<file path="config.mk">
export PLATFORM = sky130hd
export DESIGN_NAME = lg_nor_rr_scheduler
export DESIGN_NICKNAME = d
export VERILOG_FILES = /design/src/rtl/lg_nor_pkg.sv /design/src/rtl/lg_nor_rr_scheduler_gated.sv /design/src/rtl/lg_nor_rr_scheduler.sv
export SDC_FILE = /design/constraint.sdc
export NUM_CORES = 1
export LEC_CHECK = 0
export BUFFER_PORTS_ARGS = -buffer_cell sky130_fd_sc_hd__buf_2
export CAP_MARGIN = 10
export CORE_UTILIZATION = 40
export CTS_CLUSTER_DIAMETER = 60
export DETAILED_ROUTE_END_ITERATION = 10
export MAX_ROUTING_LAYER = met4
export PLACE_DENSITY = 0.76
export SYNTH_ARGS = -nofsm -noshare
export SYNTH_HDL_FRONTEND = slang
export SYNTH_SLANG_ARGS = --single-unit
</file>
<file path="constraint.sdc">
create_clock -name CLK -period 1.51 [get_ports CLK]
set_input_delay 0.2265 -clock CLK [delete_from_list [all_inputs] [get_ports CLK]]
set_output_delay 0.2265 -clock CLK [all_outputs]
set_load 0.02 [all_outputs]
</file>
<file path="src/rtl/lg_nor_pkg.sv">
// Shared types and helpers for the round-robin scheduler of the strobed NOR gate.
// Optional grant counter is enabled with LG_NOR_GRANT_CNT_EN.
package lg_nor_pkg;

   localparam int unsigned MAX_REQ = 8;
   localparam int unsigned IDX_W   = 3;

   typedef enum logic [1:0] {
      IDLE  = 2'd0,
      GRANT = 2'd1,
      DONE  = 2'd2
   } state_e;

   localparam state_e ST_IDLE  = IDLE;
   localparam state_e ST_GRANT = GRANT;
   localparam state_e ST_DONE  = DONE;

   // First set request found scanning ptr, ptr+1, ... modulo n.
   function automatic logic [IDX_W-1:0] rr_pick(
      input logic [MAX_REQ-1:0] req,
      input logic [IDX_W-1:0]   ptr,
      input int unsigned        n
   );
      logic [IDX_W-1:0] w;
      logic             hit;
      int unsigned      idx;
      w   = '0;
      hit = 1'b0;
      for (int unsigned k = 0; k < MAX_REQ; k++) begin
         idx = (32'(ptr) + k) % n;
         if (!hit && k < n && req[idx[IDX_W-1:0]]) begin
            hit = 1'b1;
            w   = idx[IDX_W-1:0];
         end
      end
      return w;
   endfunction

endpackage

</file>
<file path="src/rtl/lg_nor_rr_scheduler_gated.sv">
// Strobed 4-input NOR model (7425 style): Y = ~(G & (A|B|C|D)).
// Output sits at 1 whenever the strobe is low.
module lg_nor_gated #(
   parameter int unsigned WIDTH = 4
) (
   input  logic             g_i,
   input  logic [WIDTH-1:0] in_i,
   output logic             y_o
);

   assign y_o = ~(g_i & (|in_i));

endmodule

</file>
<file path="src/rtl/lg_nor_rr_scheduler.sv">
// Round-robin REQ/ACK scheduler sharing one strobed NOR gate among N_REQ users.
// Define LG_NOR_GRANT_CNT_EN to add the saturating GRANT_CNT output.
module lg_nor_rr_scheduler
   import lg_nor_pkg::*;
#(
   parameter int unsigned N_REQ = 4,
   parameter int unsigned WIDTH = 4
`ifdef LG_NOR_GRANT_CNT_EN
  ,parameter int unsigned CNT_W = 16
`endif
) (
   input  logic                   CLK,
   input  logic                   RST,
   input  logic [N_REQ-1:0]       REQ,
   input  logic [N_REQ*WIDTH-1:0] DATA,
   output logic [N_REQ-1:0]       GNT,
   output logic [N_REQ-1:0]       ACK,
   output logic                   RESULT,
   output logic                   G_STB,
   output logic                   BUSY
`ifdef LG_NOR_GRANT_CNT_EN
  ,output logic [CNT_W-1:0]       GRANT_CNT
`endif
);

   state_e           state_q, state_d;
   logic [IDX_W-1:0] win_q, win_d;
   logic [IDX_W-1:0] ptr_q, ptr_d;
   logic             result_q, result_d;

   logic [MAX_REQ-1:0] req_pad;
   logic [WIDTH-1:0]   op;
   logic [N_REQ-1:0]   sel;
   logic               gate_y;

   always_comb begin
      req_pad = '0;
      req_pad[N_REQ-1:0] = REQ;
   end

   // Operand mux and one-hot decode of the latched winner.
   always_comb begin
      op  = '0;
      sel = '0;
      for (int i = 0; i < N_REQ; i++) begin
         if (win_q == IDX_W'(i)) begin
            op     = DATA[i*WIDTH +: WIDTH];
            sel[i] = 1'b1;
         end
      end
   end

   lg_nor_gated #(
      .WIDTH(WIDTH)
   ) u_gate (
      .g_i  (G_STB),
      .in_i (op),
      .y_o  (gate_y)
   );

   always_comb begin
      state_d  = state_q;
      win_d    = win_q;
      ptr_d    = ptr_q;
      result_d = result_q;
      unique case (state_q)
         ST_IDLE: begin
            if (|REQ) begin
               win_d   = rr_pick(req_pad, ptr_q, N_REQ);
               state_d = ST_GRANT;
            end
         end
         ST_GRANT: begin
            if (req_pad[win_q]) begin
               result_d = gate_y;
               state_d  = ST_DONE;
            end else begin
               state_d  = ST_IDLE;
            end
         end
         ST_DONE: begin
            ptr_d   = (win_q == IDX_W'(N_REQ-1)) ? '0 : win_q + 1'b1;
            state_d = ST_IDLE;
         end
         default: state_d = ST_IDLE;
      endcase
   end

   always_ff @(posedge CLK or posedge RST) begin
      if (RST) begin
         state_q  <= ST_IDLE;
         win_q    <= '0;
         ptr_q    <= '0;
         result_q <= 1'b1;
      end else begin
         state_q  <= state_d;
         win_q    <= win_d;
         ptr_q    <= ptr_d;
         result_q <= result_d;
      end
   end

   assign G_STB  = (state_q == ST_GRANT);
   assign BUSY   = (state_q != ST_IDLE);
   assign GNT    = (state_q == ST_GRANT) ? sel : '0;
   assign ACK    = (state_q == ST_DONE)  ? sel : '0;
   assign RESULT = result_q;

`ifdef LG_NOR_GRANT_CNT_EN
   logic [CNT_W-1:0] cnt_q, cnt_d;

   always_comb begin
      cnt_d = cnt_q;
      if (state_q == ST_DONE && cnt_q != '1) cnt_d = cnt_q + 1'b1;
   end

   always_ff @(posedge CLK or posedge RST) begin
      if (RST) cnt_q <= '0;
      else     cnt_q <= cnt_d;
   end

   assign GRANT_CNT = cnt_q;
`endif

endmodule

</file>
## Word-level counts from Yosys, hierarchy flattened

Index checks and enable logic that the tools add are counted.
W data, S select, Z words.

| cells by class | value |
|---|---|
| magnitude comparators | 5 |
| shift-type cells | 0 |
| add/subtract/negate cells | 4 |
| multiplexer cells | 37 |
| reduce and logical (&&, ||, !) cells | 13 |
| multipliers | 0 |
| div/mod/pow operators | 0 |
| eq/ne operators | 6 |
| bitwise gates (word level) | 2 |

Operators by type and width:

| cell | count |
|---|---|
| $mux W4 | 6 |
| $mux W1 | 18 |
| $lt A2 B4 Y1 const B | 4 |
| $mux W3 | 3 |
| $bmux W1 S2 | 4 |
| $mux W2 | 4 |
| $reduce_or A4 Y1 | 2 |
| $eq A3 B2 Y1 const B | 2 |
| $add A2 B1 Y2 const B | 2 |
| $add A2 B2 Y2 const B | 2 |
| $lt A3 B4 Y1 const B | 1 |
| $pmux W2 S2 | 1 |
| $reduce_and A2 Y1 | 2 |
| $bmux W1 S3 | 1 |
| $eq A3 B1 Y1 const B | 1 |
| $logic_and A1 B1 Y1 | 3 |
| $logic_not A1 Y1 | 3 |
| $logic_not A3 Y1 | 1 |
| $eq A2 B1 Y1 const B | 1 |
| $eq A2 B2 Y1 const B | 1 |
| $logic_not A2 Y1 | 1 |
| $ne A2 B2 Y1 const B | 1 |
| $reduce_bool A2 Y1 | 1 |
| $and A1 B1 Y1 | 1 |
| $not A1 Y1 | 1 |

| word-level totals | value |
|---|---|
| bits of input ports | 22 |
| output and inout bits | 11 |
| ROM bits | 0 |
| bits in latches | 0 |
| word-level logic and storage cells | 71 |
| memories | 0 |
| register bits | 8 |
| bits in writable memories | 0 |

## Longest topological paths before layout

| logic depth | value |
|---|---|
| word-level depth | 18 |
| gate-level depth with buffers | 6 |
| depth with buffers taken out | 6 |

## By module

Synthesis repeated with hierarchy kept, for this count alone.

| unflattened totals | value |
|---|---|
| cell total of the unflattened synthesis | 77 |
| area total of the unflattened synthesis | 640.6 um^2 |

Modules (own cells, without submodules):

| module | sequential area each (um^2) | instances | cells an instance | area an instance (um^2) |
|---|---|---|---|---|
| lg_nor_rr_scheduler | 176.4 | 1 | 76 | 624.3 |
| lg_nor_gated | 0.0 | 1 | 1 | 16.3 |

## Worst setup path after synthesis

OpenSTA, ideal clock, no wires.

| timing path | value |
|---|---|
| path type | reg2reg |
| start | register win_q[0] |
| end | register result_q (netlist: RESULT) |
| path buffers | 0 |
| data arrival time | 1290 ps |
| stages on the path, launching flop included | 7 |
| path slack | 136 ps |
| required time | 1426 ps |
| cells stage by stage | dfrtp_1 > inv_1 > ha_1 > nor2_1 > a221o_1 > a31oi_1 > o22ai_2 |

| on the way | value |
|---|---|
| cells in the longest elaborated chain, start to end | 8 |
| elaborated cells on any way between the ends | 14 |
| those cells by class | eq/ne (3); mux (6); bitwise (2); reduce/logical (3) |

RTL lines:

| what | RTL line | source |
|---|---|---|
| start, declared | lg_nor_rr_scheduler.sv:27 | `logic [IDX_W-1:0] win_q, win_d;` |
| start signal, assigned | lg_nor_rr_scheduler.sv:97 | `win_q <= win_d;` |
| $logic_not A3 Y1 | lg_nor_rr_scheduler.sv:46 | `if (win_q == IDX_W'(i)) begin` |
| $mux W4 (4 in series) | lg_nor_rr_scheduler.sv:46 |  |
| $reduce_or A4 Y1 | lg_nor_rr_scheduler_gated.sv:11 | `assign y_o = ~(g_i & (\|in_i));` |
| $and A1 B1 Y1 | lg_nor_rr_scheduler_gated.sv:11 |  |
| $not A1 Y1 | lg_nor_rr_scheduler_gated.sv:11 |  |
| end signal, assigned | lg_nor_rr_scheduler.sv:99 | `result_q <= result_d;` |
| end, declared | lg_nor_rr_scheduler.sv:29 | `logic result_q, result_d;` |

Several ways; a longest one is shown, not always the timed one. The select of a mux whose other input is x is not followed.
A chain may end at the register's enable or synchronous reset.

## Final worst setup path

| timing path | value |
|---|---|
| start | register win_q[1] |
| end | output GNT[2] |

| on the way | value |
|---|---|
| cells in the longest elaborated chain, start to end | 3 |

RTL lines:

| what | RTL line | source |
|---|---|---|
| $eq A3 B2 Y1 | lg_nor_rr_scheduler.sv:46 |  |
| $mux W1 | lg_nor_rr_scheduler.sv:46 |  |
| $mux W4 | lg_nor_rr_scheduler.sv:105 | `assign GNT = (state_q == ST_GRANT) ? sel : '0;` |
| end, declared | lg_nor_rr_scheduler.sv:16 | `output logic [N_REQ-1:0] GNT,` |

No other way between the ends.

==> impl_results.md <==
* WL final at 1437 um
* Pwr/cell area at 1884 mW/mm^2
* Mean Syn Cell Area at 9.168 um^2
* Slew Viols, Final at 0
* Drt via density at 5.149
* Final Skew at 0.6340 ps
* Multi-input gate area at 382.9 um^2
* Arr. time, crit path at 1260 ps
* Commonest non-fill, non-tap cell in the layout: buf_2
* Peak VDD IR at 1.130 mV
* WS Path Type: reg -> out
* Max-cap violations at 0
* M3 GR Usage at 0.03488
* Fillcell total at 93
* Outcome: completed
* Starting DRC count in detailed routing at 4
* Synth cell types at 25
* Period utilisation layout at 0.9846
* Fin nets at 127
* IO Pins at 33
* CP max-delay cell: dfrtp_2
* Die ar. at 0.001479 mm^2
* Ant. Diodes at 0
* Placed inst area at 716.9 um^2
* Setup tns final at 0 ps
* DR pass1 iterations at 4
* Fmax at 0.6726 GHz
* GR Util met2 at 0.3686
* Largest net degree at the start of global routing at 8
* CTS tree: yes
* Lkg Pwr at 0.4357 nW
* CTS Root Cell: clkbuf_4
* Final core occ at 0.7447
* Die width at 38.46 um
* Skew-Pair Late Insertion Delay at 240 ps
* Final Hold Fails at 0
* Antenna-violating nets left at 0
* Met1 Use GR at 0.2426
* Global-route wire length before repair at 2042 um
* H-tree levels at 1
* Vias in the first global route at 470
* DR WL/cell at 12.61 um
* #FFs+latches synth at 7
* CP startpoint kind: flop
* Sequential fraction of the synthesis area at 0.3318
* Mapped Area at 531.8 um^2
* Synth Net Count at 84
* GR Overflow Total at 0
* GR peak layer: met2
* Hold WS at 261.3 ps
* Clock Sinks at 7
* Core Area at 0.001171 mm^2
* Endpoints failing setup at 0
* Hold Path Class: in -> reg
* DRC Markers at 0
* Fin crit period at 1487 ps
* Cells after Synth at 58
* Slowest stage delay, CP at 440 ps
* RSZ-0062 raised after global routing: true
* Share of cells above drive strength 1 at 0.6100
* GPL Wtd Cong at 0.8018
* CTS Buffer Depth at 2
* GRT Total Usage at 0.2148
* Clock-pin slew on the worst setup and hold paths at 50 ps
* Critical Path RT at 1280 ps
* Initial antenna violation count at 0
* Most frequent cells in the layout: buf_2 (28), inv_1 (7), and2_1 (6)
* Die Span Y at 38.46 um
* Rows at 12
* Synthesis Warnings at 0
* Area grow syn2layout at 64.00%
* CP Cell Sequence: buf_6 > ha_4 > and2_1 > buf_4
* Final instance area at 872.1 um^2
* Vias at 587
* Slew headroom at 0.7912
* Port Buf Inserts at 32
* Dpl hpwl at 1031 um
* FF/Latch Area at 178.9 um^2
* CTS Buf Count at 3
* Crit-path max FO at 5
* Initial cell density of the core at 0.4541
* Crit end category: output port
* Worst slew pin tran at 310.3 ps
## cells in the mapped netlist
master	instances	area (um^2)
inv_1	9	33.78
and2_1	8	50.05
dfrtp_1	6	150.1
ha_1	4	50.05
nand2_1	3	11.26
nor2_1	3	11.26
a21oi_1	2	10.01
mux2_2	2	22.52
nor2b_1	2	12.51
nor4_1	2	12.51
o22ai_1	2	12.51
o41ai_1	2	17.52
a21o_1	1	7.510
a221o_1	1	10.01
a31o_2	1	8.760
a31oi_1	1	6.260
and2_4	1	8.760
dfstp_2	1	26.28
mux4_2	1	22.52
o21a_1	1	7.510
o21ai_0	1	5.000
o221ai_1	1	8.760
o22ai_2	1	12.51
o31ai_1	1	7.510
or2_2	1	6.260
## where the power goes
group	switching [mW]	internal [mW]	leakage (nW)
sequential	0.118	0.294	0.0819
combinational	0.520	0.550	0.339
clock	0.0608	0.100	0.0150
## flip-flops by register name (all words and copies together), names as in the netlist
signal / count
ptr_q: 2
state_q: 2
win_q: 2
RESULT: 1
## stage by stage
| stage | total power, mW | instances | setup slack (ps) |
|---|---|---|---|
| 3_5_place_dp | 1.209 | 105 | 13.94 |
| 5_1_grt | 1.769 | 114 | -20.75 |
| 2_1_floorplan | 0.9631 | 58 | 135.8 |
| 3_3_place_gp | 1.188 | 105 | 63.21 |
| 6_report | 1.643 | 114 | 23.26 |
| 4_1_cts | 1.501 | 113 | -16.71 |
## layout make-up
class	count	area share
tap	14	0.02009
inverter	9	0.03874
multi-input combinational	42	0.4390
sequential	7	0.2052
clock buffer	4	0.03013
timing repair buffer	38	0.2669
## kinds of logic (layout without fill, tap and decap cells)
family | after synthesis | count (layout) | synth area share
flip-flops | 7 | 7 | 0.3318
multiplexers | 3 | 3 | 0.08470
AND/OR/NAND/NOR | 20 | 20 | 0.2118
AO/OA/AOI/OAI | 15 | 15 | 0.2141
adder cells (fa/ha/maj) | 4 | 4 | 0.09412
buffers and inverters | 9 | 51 | 0.06352
## worst max-delay path, delay by kind of cell (launching register included)
family | cells | cell delay, ps
adders and majority gates | 1 | 160
DFF | 1 | 440
buffers and inverters | 2 | 280
and+or+nand+nor | 1 | 140
## final timing paths
| path | slack [ps] | endpoint | start | cells after the start |
|---|---|---|---|---|
| hold / removal | 260 | RESULT | DATA[15] | 4 |
| min in group asynchronous | 450 | state_q[1] | RST | 3 |
| hold reg to reg | 500 | RESULT | RESULT | 2 |
| max in group asynchronous | 800 | RESULT | RST | 3 |
| setup reg to reg | 50 | RESULT | win_q[0] | 5 |
| setup / recovery | 20 | GNT[2] | win_q[1] | 4 |
## timing repair
item / CTS / global route
setup buffers: 3 / 1
hold endpoints to repair: 6 / 0
setup endpoints to repair: 9 / 9
resized for setup: 13 / 12
hold buffers: 1 / 0
## metal layers
layer,share of wire,routed length (um),vias up
li1,-,-,291
met1,0.40,573,272
met2,0.54,777,24
met3,0.060,86,0
met4,0,0,0
met5,0,0,-
Power figures use the tool's default switching activity.
